===== config.mk =====
export PLATFORM = sky130hd
export DESIGN_NAME = eth_mdio_master_flat
export DESIGN_NICKNAME = d
export VERILOG_FILES = /design/src/rtl/eth_mdio_master_if.sv /design/src/rtl/eth_mdio_master.sv /design/src/flat_wrapper.sv
export SDC_FILE = /design/constraint.sdc
export NUM_CORES = 1
export LEC_CHECK = 0
export CORE_UTILIZATION = 40
export CTS_CLUSTER_DIAMETER = 100
export DETAILED_ROUTE_END_ITERATION = 10
export GPL_TIMING_DRIVEN = 1
export PLACE_DENSITY = 0.66
export SLEW_MARGIN = 20
export SYNTH_ARGS = -nofsm -noshare
export SYNTH_HDL_FRONTEND = slang
export SYNTH_SLANG_ARGS = --single-unit

===== constraint.sdc =====
create_clock -name msoc_clk -period 2.66 [get_ports msoc_clk]
set_input_delay 0.266 -clock msoc_clk [delete_from_list [all_inputs] [get_ports msoc_clk]]
set_output_delay 0.266 -clock msoc_clk [all_outputs]
set_load 0.1 [all_outputs]

===== src/rtl/eth_mdio_master_if.sv =====
// Command/response bundle for the MDIO management master.
// The requester (framing register file) uses the master modport;
// the MDIO engine uses the slave modport.
interface eth_mdio_master_if;
    logic        cmd_valid;
    logic        cmd_ready;
    logic        cmd_write;
    logic [4:0]  cmd_phy_addr;
    logic [4:0]  cmd_reg_addr;
    logic [15:0] cmd_wdata;
    logic        rsp_valid;
    logic [15:0] rsp_rdata;
    logic        rsp_err;
    logic        busy;

    modport master (
        output cmd_valid, cmd_write, cmd_phy_addr, cmd_reg_addr, cmd_wdata,
        input  cmd_ready, rsp_valid, rsp_rdata, rsp_err, busy
    );

    modport slave (
        input  cmd_valid, cmd_write, cmd_phy_addr, cmd_reg_addr, cmd_wdata,
        output cmd_ready, rsp_valid, rsp_rdata, rsp_err, busy
    );
endinterface


===== src/rtl/eth_mdio_master.sv =====
// Clause-22 MDIO management master. Takes one read/write command at a time,
// sends a 32-bit preamble plus 32-bit frame on MDC/MDIO, returns read data
// with a single-cycle response strobe.
//
// state      | meaning
// -----------+-----------------------------------------------------------
// S_IDLE     | cmd_ready high, waiting for a command
// S_PREAMBLE | bit periods 0..31, MDIO driven 1
// S_FRAME    | bit periods 32..63, header/TA/data from the shift register
// S_DONE     | one cycle, rsp_valid pulse, response fields just updated
module eth_mdio_master #(
    parameter int CLK_DIV = 25
) (
    input  logic               msoc_clk,
    input  logic               rst_int,
    eth_mdio_master_if.slave   cmd_if,
    output logic               phy_mdc,
    output logic               phy_mdio_o,
    output logic               phy_mdio_oe,
    input  logic               phy_mdio_i
);

    typedef enum logic [1:0] {
        S_IDLE,
        S_PREAMBLE,
        S_FRAME,
        S_DONE
    } state_t;

    // Divider counts down from CLK_DIV-1 once per MDC half-period.
    localparam logic [7:0] DIV_LOAD = 8'(CLK_DIV - 1);

    state_t      state_q;
    logic [7:0]  div_q;
    logic [5:0]  bit_q;        // bit period 0..63 across preamble and frame
    logic [31:0] sh_q;         // outgoing frame, MSB first
    logic [15:0] rx_q;         // incoming read data, MSB first
    logic        err_q;        // second TA bit sampled high
    logic        wr_q;
    logic        ready_q;
    logic        rsp_valid_q;
    logic [15:0] rsp_rdata_q;
    logic        rsp_err_q;
    logic        mdc_q;
    logic        mdio_o_q;
    logic        mdio_oe_q;

    logic        accept_d;
    logic        div_tc_d;
    logic [5:0]  bit_nxt_d;
    logic [15:0] rx_smp_d;
    logic [31:0] sh_load_d;

    // Handshake, terminal counts and the frame image built from the command.
    always_comb begin
        accept_d  = cmd_if.cmd_valid & ready_q;
        div_tc_d  = (div_q == 8'd0);
        bit_nxt_d = bit_q + 6'd1;
        rx_smp_d  = {rx_q[14:0], phy_mdio_i};
        if (cmd_if.cmd_write)
            sh_load_d = {2'b01, 2'b01, cmd_if.cmd_phy_addr, cmd_if.cmd_reg_addr,
                         2'b10, cmd_if.cmd_wdata};
        else
            sh_load_d = {2'b01, 2'b10, cmd_if.cmd_phy_addr, cmd_if.cmd_reg_addr,
                         2'b11, 16'hFFFF};
    end

    // Sequencer: every output is a register so MDC/MDIO stay glitch-free.
    always_ff @(posedge msoc_clk) begin
        if (rst_int) begin
            state_q     <= S_IDLE;
            div_q       <= 8'd0;
            bit_q       <= 6'd0;
            sh_q        <= 32'd0;
            rx_q        <= 16'd0;
            err_q       <= 1'b0;
            wr_q        <= 1'b0;
            ready_q     <= 1'b1;
            rsp_valid_q <= 1'b0;
            rsp_rdata_q <= 16'd0;
            rsp_err_q   <= 1'b0;
            mdc_q       <= 1'b0;
            mdio_o_q    <= 1'b1;
            mdio_oe_q   <= 1'b0;
        end else begin
            rsp_valid_q <= 1'b0;
            case (state_q)
                S_IDLE: begin
                    if (accept_d) begin
                        state_q   <= S_PREAMBLE;
                        ready_q   <= 1'b0;
                        div_q     <= DIV_LOAD;
                        bit_q     <= 6'd0;
                        sh_q      <= sh_load_d;
                        wr_q      <= cmd_if.cmd_write;
                        rx_q      <= 16'd0;
                        err_q     <= 1'b0;
                        mdc_q     <= 1'b0;
                        mdio_o_q  <= 1'b1;
                        mdio_oe_q <= 1'b1;
                    end
                end

                S_PREAMBLE, S_FRAME: begin
                    if (!div_tc_d) begin
                        div_q <= div_q - 8'd1;
                    end else begin
                        div_q <= DIV_LOAD;
                        if (!mdc_q) begin
                            mdc_q <= 1'b1;
                        end else begin
                            // Last cycle of the high phase: sample, then open the next bit.
                            mdc_q <= 1'b0;
                            if (state_q == S_FRAME && !wr_q) begin
                                if (bit_q[4:0] == 5'd15)
                                    err_q <= phy_mdio_i;
                                if (bit_q[4])
                                    rx_q <= rx_smp_d;
                            end
                            if (bit_q == 6'd63) begin
                                state_q     <= S_DONE;
                                mdio_o_q    <= 1'b1;
                                mdio_oe_q   <= 1'b0;
                                rsp_valid_q <= 1'b1;
                                rsp_rdata_q <= wr_q ? 16'd0 : rx_smp_d;
                                rsp_err_q   <= wr_q ? 1'b0 : err_q;
                            end else begin
                                bit_q <= bit_nxt_d;
                                if (bit_nxt_d[5]) begin
                                    state_q   <= S_FRAME;
                                    mdio_o_q  <= sh_q[31];
                                    sh_q      <= {sh_q[30:0], 1'b1};
                                    // Reads release the line from the first TA bit on.
                                    mdio_oe_q <= wr_q | (bit_nxt_d[4:0] < 5'd14);
                                end else begin
                                    mdio_o_q  <= 1'b1;
                                    mdio_oe_q <= 1'b1;
                                end
                            end
                        end
                    end
                end

                S_DONE: begin
                    state_q <= S_IDLE;
                    ready_q <= 1'b1;
                end

                default: begin
                    state_q <= S_IDLE;
                    ready_q <= 1'b1;
                end
            endcase
        end
    end

    assign cmd_if.cmd_ready = ready_q;
    assign cmd_if.busy      = ~ready_q;
    assign cmd_if.rsp_valid = rsp_valid_q;
    assign cmd_if.rsp_rdata = rsp_rdata_q;
    assign cmd_if.rsp_err   = rsp_err_q;
    assign phy_mdc          = mdc_q;
    assign phy_mdio_o       = mdio_o_q;
    assign phy_mdio_oe      = mdio_oe_q;

endmodule


===== src/flat_wrapper.sv =====
// flat-port wrapper written by rule: the top's interface ports become plain ports
module eth_mdio_master_flat 
#(
    parameter int CLK_DIV = 25
)
  (msoc_clk, rst_int, phy_mdc, phy_mdio_o, phy_mdio_oe, phy_mdio_i, cmd_if_cmd_valid, cmd_if_cmd_write, cmd_if_cmd_phy_addr, cmd_if_cmd_reg_addr, cmd_if_cmd_wdata, cmd_if_cmd_ready, cmd_if_rsp_valid, cmd_if_rsp_rdata, cmd_if_rsp_err, cmd_if_busy);
  eth_mdio_master_if cmd_if_i ();
  input  logic msoc_clk;
  input  logic rst_int;
  output logic phy_mdc;
  output logic phy_mdio_o;
  output logic phy_mdio_oe;
  input  logic phy_mdio_i;
  input wire logic [$bits(cmd_if_i.cmd_valid)-1:0] cmd_if_cmd_valid;
  input wire logic [$bits(cmd_if_i.cmd_write)-1:0] cmd_if_cmd_write;
  input wire logic [$bits(cmd_if_i.cmd_phy_addr)-1:0] cmd_if_cmd_phy_addr;
  input wire logic [$bits(cmd_if_i.cmd_reg_addr)-1:0] cmd_if_cmd_reg_addr;
  input wire logic [$bits(cmd_if_i.cmd_wdata)-1:0] cmd_if_cmd_wdata;
  output wire logic [$bits(cmd_if_i.cmd_ready)-1:0] cmd_if_cmd_ready;
  output wire logic [$bits(cmd_if_i.rsp_valid)-1:0] cmd_if_rsp_valid;
  output wire logic [$bits(cmd_if_i.rsp_rdata)-1:0] cmd_if_rsp_rdata;
  output wire logic [$bits(cmd_if_i.rsp_err)-1:0] cmd_if_rsp_err;
  output wire logic [$bits(cmd_if_i.busy)-1:0] cmd_if_busy;
  assign cmd_if_i.cmd_valid = cmd_if_cmd_valid;
  assign cmd_if_i.cmd_write = cmd_if_cmd_write;
  assign cmd_if_i.cmd_phy_addr = cmd_if_cmd_phy_addr;
  assign cmd_if_i.cmd_reg_addr = cmd_if_cmd_reg_addr;
  assign cmd_if_i.cmd_wdata = cmd_if_cmd_wdata;
  assign cmd_if_cmd_ready = cmd_if_i.cmd_ready;
  assign cmd_if_rsp_valid = cmd_if_i.rsp_valid;
  assign cmd_if_rsp_rdata = cmd_if_i.rsp_rdata;
  assign cmd_if_rsp_err = cmd_if_i.rsp_err;
  assign cmd_if_busy = cmd_if_i.busy;
  eth_mdio_master #(.CLK_DIV(CLK_DIV)) u_core (.msoc_clk(msoc_clk), .rst_int(rst_int), .cmd_if(cmd_if_i), .phy_mdc(phy_mdc), .phy_mdio_o(phy_mdio_o), .phy_mdio_oe(phy_mdio_oe), .phy_mdio_i(phy_mdio_i));
endmodule

# ---- Word level (Yosys, flattened, before mapping)
# Index checks and enable logic that the tools add are counted.
dict set report totals {
  register_bits 87
  elab_cells 107
  input_bits 31
}
dict set report classes {
  reduce_logical 19
  addsub 2
  muxes 51
  magnitude_cmp 1
  eq_ne 14
  bitwise 6
}
# operator count
set op_table {}
lappend op_table {{32-bit two-way mux} 5}
lappend op_table {{15-bit two-way mux} 5}
lappend op_table {{32-bit case mux with 2 select lines} 1}
lappend op_table {{30-bit two-way mux} 1}
lappend op_table {{15-bit case mux with 2 select lines} 1}
lappend op_table {{6-bit two-way mux} 4}
lappend op_table {{1-bit two-way mux} 18}
lappend op_table {{6-bit AND reduction} 3}
lappend op_table {{16-bit two-way mux} 1}
lappend op_table {{8-bit two-way mux} 2}
lappend op_table {{8-bit case mux with 2 select lines} 1}
lappend op_table {{2-bit by 1-bit != test with 1-bit output, second input constant} 7}
lappend op_table {{6-bit case mux with 2 select lines} 1}
lappend op_table {{4-bit AND reduction} 3}
lappend op_table {{2-bit two-way mux} 5}
lappend op_table {{1-bit case mux with 2 select lines} 5}
lappend op_table {{8-bit logical NOT} 1}
lappend op_table {{8-bit by 1-bit subtractor with 8-bit output, second input constant} 1}
lappend op_table {{6-bit by 1-bit adder with 6-bit output, second input constant} 1}
lappend op_table {{6-bit == test, second input constant} 1}
lappend op_table {{2-bit case mux with 3 select lines} 1}
lappend op_table {{2-bit AND reduction} 3}
lappend op_table {{5-bit by 4-bit == test with 1-bit output, second input constant} 1}
lappend op_table {{5-bit by 4-bit < comparator with 1-bit output, second input constant} 1}
lappend op_table {{15 further kinds} 20}

# ---- Longest topological paths before layout
dict set report logic_depth {
  word_depth 8
  depth_mapped 9
  mapped_depth_nobuf 8
}

# ---- Least setup slack after synthesis
# No wires, ideal clock.
dict set report synth_path {
  path_kind {register to register}
  from {register u_core.ready_q, in the netlist u_core.cmd_if.cmd_ready}
  to {register u_core.sh_q[8]}
  setup_ps 74
  path_buffers 2
  t_required_ps 2586
  stages_incl_launch_ff 8
  t_arrival_ps 2748
  setup_slack_ps -162
  path_cell_list {dfxtp_1 > a21boi_1 > or2_2 > clkbuf_1 > a211o_4 > buf_6 > or4_1 > o21ai_0}
}
dict set report synth_between {
  elab_chain_len 3
}
# item line
set synth_lines {}
lappend synth_lines {{from (decl)} eth_mdio_master.sv:40} ;# logic ready_q;
lappend synth_lines {{from (signal assigned)} eth_mdio_master.sv:78} ;# ready_q <= 1'b1;
lappend synth_lines {{from (signal assigned)} eth_mdio_master.sv:91} ;# ready_q <= 1'b0;
lappend synth_lines {{from (signal assigned)} eth_mdio_master.sv:146} ;# ready_q <= 1'b1;
lappend synth_lines {{1-bit AND} eth_mdio_master.sv:56} ;# accept_d = cmd_if.cmd_valid & ready_q;
lappend synth_lines {{2-bit by 1-bit != test with 1-bit output (no line)} n/a}
lappend synth_lines {{6-bit AND reduction (no line)} n/a}
lappend synth_lines {{to (signal assigned)} eth_mdio_master.sv:94} ;# sh_q <= sh_load_d;
lappend synth_lines {{to (signal assigned)} eth_mdio_master.sv:132} ;# sh_q <= {sh_q[30:0], 1'b1};
lappend synth_lines {{to (decl)} eth_mdio_master.sv:36} ;# logic [31:0] sh_q;
# No other way between the ends.
# A chain may end at the register's enable or synchronous reset.

# ---- Worst setup path after layout
dict set report layout_path {
  from {register u_core.state_q[0]}
  to {register u_core.sh_q[9]}
}
dict set report layout_between {
  elab_chain_len 4
  elab_cells_between_ends 12
  cone_classes {eq/ne: 7; mux: 1; reduce/logical: 4}
}
# item line
set layout_lines {}
lappend layout_lines {{from (decl)} eth_mdio_master.sv:33} ;# state_t state_q;
lappend layout_lines {{from (signal assigned)} eth_mdio_master.sv:71} ;# state_q <= S_IDLE;
lappend layout_lines {{from (signal assigned)} eth_mdio_master.sv:90} ;# state_q <= S_PREAMBLE;
lappend layout_lines {{from (signal assigned)} eth_mdio_master.sv:121} ;# state_q <= S_DONE;
lappend layout_lines {{2-bit by 1-bit == test with 1-bit output or 2-bit == test (tied branches)} eth_mdio_master.sv:87} ;# case (state_q)
lappend layout_lines {{2-bit OR reduction} eth_mdio_master.sv:87}
lappend layout_lines {{2-bit by 1-bit != test with 1-bit output (no line), or another cell as far along} n/a}
lappend layout_lines {{6-bit AND reduction (no line)} n/a}
# Parallel ways exist; a longest one is shown, timed or not.

==> results.sh <==
export IMPL_start_util=0.414
export IMPL_drtPass1Iterations=4
export IMPL_clk_pin_slew_ns=0.09
export IMPL_diodes=0
export IMPL_crit_fanout=19
export IMPL_post_synth_num_cell_types=49
export IMPL_ys_ff_latch=87
export IMPL_synth_mux_area_frac=0.0526
export IMPL_yosysMostFrequentCell="dfxtp_1"
export IMPL_pin_count=54
export IMPL_setup_viol=0
export IMPL_post_drt_wl_per_cell_um=14.0
export IMPL_grt_ovfl_total=0
export IMPL_synthTopCellsByCount="87 x dfxtp_1, 50 x nand2_1, 42 x a21oi_1"
export IMPL_rows=35
export IMPL_powerDensity_mw_per_mm2=916
export IMPL_place_congestion=0.823
export IMPL_core_area_mm2=0.00924
export IMPL_cpMostUsedCell="inv_1"
export IMPL_syn_area_mm2=0.00383
export IMPL_relSlewSlack=0.556
export IMPL_worstSetupEndpointType="flip-flop"
export IMPL_fin_cells=608
export IMPL_die_area_mm2=0.00996
export IMPL_fin_nets=513
export IMPL_critical_path_top_delay_family="simple AND/OR/NAND/NOR gates"
export IMPL_cp_slowest_cell="nand2_1"
export IMPL_synth_xor_area_frac=0.0183
export IMPL_track_usage=0.175
export IMPL_cts_resized=0
export IMPL_switching_share=0.395
export IMPL_cts_setup_buffers=0
export IMPL_cp_start_kind="flip-flop"
export IMPL_synth_compound_area_frac=0.213
export IMPL_grt_pass1_wl_mm=14.2
export IMPL_cts_root_buf="clkbuf_8"
export IMPL_syn_inst=428
export IMPL_synth_edf_count=0
export IMPL_dp_cells=592
export IMPL_max_clock_freq_mhz=419
export IMPL_synth_top_family_by_area="compound AO/OA/AOI/OAI gates"
export IMPL_ys_seq_area_frac=0.455
export IMPL_synth_warnings=0
export IMPL_avgSynthCellArea_um2=8.94
export IMPL_numCtsBuffers=9
export IMPL_arrival_ns=2.67
export IMPL_total_power_mw=4.24
export IMPL_status="finished clean"
export IMPL_ir_drop_mv=0.624
export IMPL_routed_wirelength_mm=8.48
export IMPL_hold_viol_final=0
export IMPL_setup_tns_ns=0
export IMPL_crit_required_ns=2.94
export IMPL_hold_path_class="input pin to flip-flop"
export IMPL_drive_above_1_share=0.142
export IMPL_ys_flop_type="dfxtp_1"
export IMPL_viasPerCell=5.45
export IMPL_synthSimpleGateAreaFrac=0.187
export IMPL_io_buffer_count=53
export IMPL_cts_buffer_depth=2
export IMPL_p_int_mw=2.57
export IMPL_cts_tree="built"
export IMPL_die_w_um=99.8
export IMPL_clkPwrFrac=0.207
export IMPL_first_global_vias=3073
export IMPL_synth_top_area_share=0.455
export IMPL_synth_fp_nets=467
export IMPL_insertion_delay_ns=0.36
export IMPL_yosys_area_top_type="dfxtp_1"
export IMPL_htreeDepth=3
export IMPL_drcViolationCount=0
export IMPL_r2r_slack_ns=0.27
export IMPL_synthArstFlopShare=0
export IMPL_fin_crit_sh=0.898
export IMPL_cp_cell_sequence="inv_1 -> ha_1 -> inv_1 -> nand2_1 -> o22ai_1 -> or4_1 -> o21ai_0"
export IMPL_syn2layout_area_growth_pct=20.9
export IMPL_vias=3314
export IMPL_path_buf_inv=2
export IMPL_cpPeakStageDelay_ns=0.54
export IMPL_dpl_hpwl_mm=5.70
export IMPL_die_h_um=99.8
export IMPL_critPathKind="flip-flop to flip-flop"
export IMPL_drv_slew=0
export IMPL_maxCapViolations=0
export IMPL_power_leakage_nw=1.72
export IMPL_combPwrFrac=0.380
export IMPL_power_switching_mw=1.67
export IMPL_drtIter0Drc=142
export IMPL_tightest_slew_ns=0.664
export IMPL_clkSinkCount=87
export IMPL_ant_nets=0
export IMPL_min_period_ns=2.39
export IMPL_fin_skew_ns=0.0101
export IMPL_seq_power_share=0.412
export IMPL_synth_adder_area_share=0.0262
export IMPL_synth_area_leaders="dfxtp_1 46%, a21oi_1 5.5%, mux2i_1 5.0%, nand2_1 4.9%, a22o_1 3.9%"
export IMPL_rsz0062_at_grt="false"
export IMPL_antenna_found_initial=0
export IMPL_grt_max_degree=45
export IMPL_postCtsHoldBufs=0
[cells in the final DEF (no fill, tap or decap), types with 5 or more instances in the layout]
master / n
dfxtp_1: 86
nand2_1: 50
a21oi_1: 42
buf_4: 36
clkdlybuf4s50_1: 29
nand3_1: 26
mux2i_1: 19
or4_1: 17
a22o_1: 17
o22ai_1: 16
nor2_1: 15
a211oi_1: 14
inv_1: 11
o21ai_0: 10
o21ai_1: 9
nor3_1: 9
clkbuf_8: 9
ha_1: 8
xor2_1: 5
[area by class of cell]
type | count | area [um2]
timing repair buffer | 67 | 586
clock inverter | 7 | 65.1
clock buffer | 9 | 124
sequential | 87 | 1740
multi-input combinational | 298 | 1910
tap | 129 | 161
fill | 902 | 4610
inverter | 11 | 41.3
[logic make-up (layout without fill, tap and decap cells)]
group,after synthesis,in the layout
DFF,87,87
adders and majority gates,8,8
muxes,20,20
and+or+nand+nor,137,137
xor gates and xnor gates,8,8
buffers and inverters,43,94
AOI/OAI and AO/OA,125,125
[metal layers]
| layer | GRT usage | up-vias | wire length (um) |
|---|---|---|---|
| li1 | - | 1674 | - |
| met1 | 0.217 | 1558 | 4000 |
| met2 | 0.303 | 75 | 4080 |
| met3 | 0.0390 | 7 | 335 |
| met4 | 0.0509 | 0 | 68 |
| met5 | 0 | - | 0 |
[registers in the layout, summed over array words and instances (netlist names), 2 cells and up]
register                 cells
u_core.rx_q                 15
u_core.state_q               2
u_core.cmd_if.rsp_rdata     16
u_core.div_q                 8
u_core.bit_q                 6
u_core.sh_q                 32
[stage by stage]
stage,hold slack [ns],utilization,area (um2),setup WS [ns]
2_1_floorplan,0.392,-,3830,0.0670
3_3_place_gp,0.436,0.480,4440,0.341
3_5_place_dp,0.441,0.480,4440,0.316
4_1_cts,0.292,0.501,4630,0.301
5_1_grt,0.310,0.501,4630,0.0938
6_report,0.297,0.501,4630,0.271
[path summary, 6_finish.rpt]
kind / start / endpoint / cells after the start
setup / recovery: u_core.state_q[0] / u_core.sh_q[9] / 7
hold / removal: rst_int / u_core.wr_q / 2
setup reg to reg: u_core.state_q[0] / u_core.sh_q[9] / 7
hold reg to reg: u_core.sh_q[3] / u_core.sh_q[3] / 2
[power groups by stage]
stage               Sequential, mW  Combinational [mW]  Clock (mW)
floorplan                     1.82                1.16           0
global placement              1.77                1.59           0
detailed placement            1.77                1.62           0
CTS                           1.75                1.62       0.903
global route                  1.78                1.77       0.960
finish                        1.75                1.61       0.878
Power figures use the tool's default switching activity.
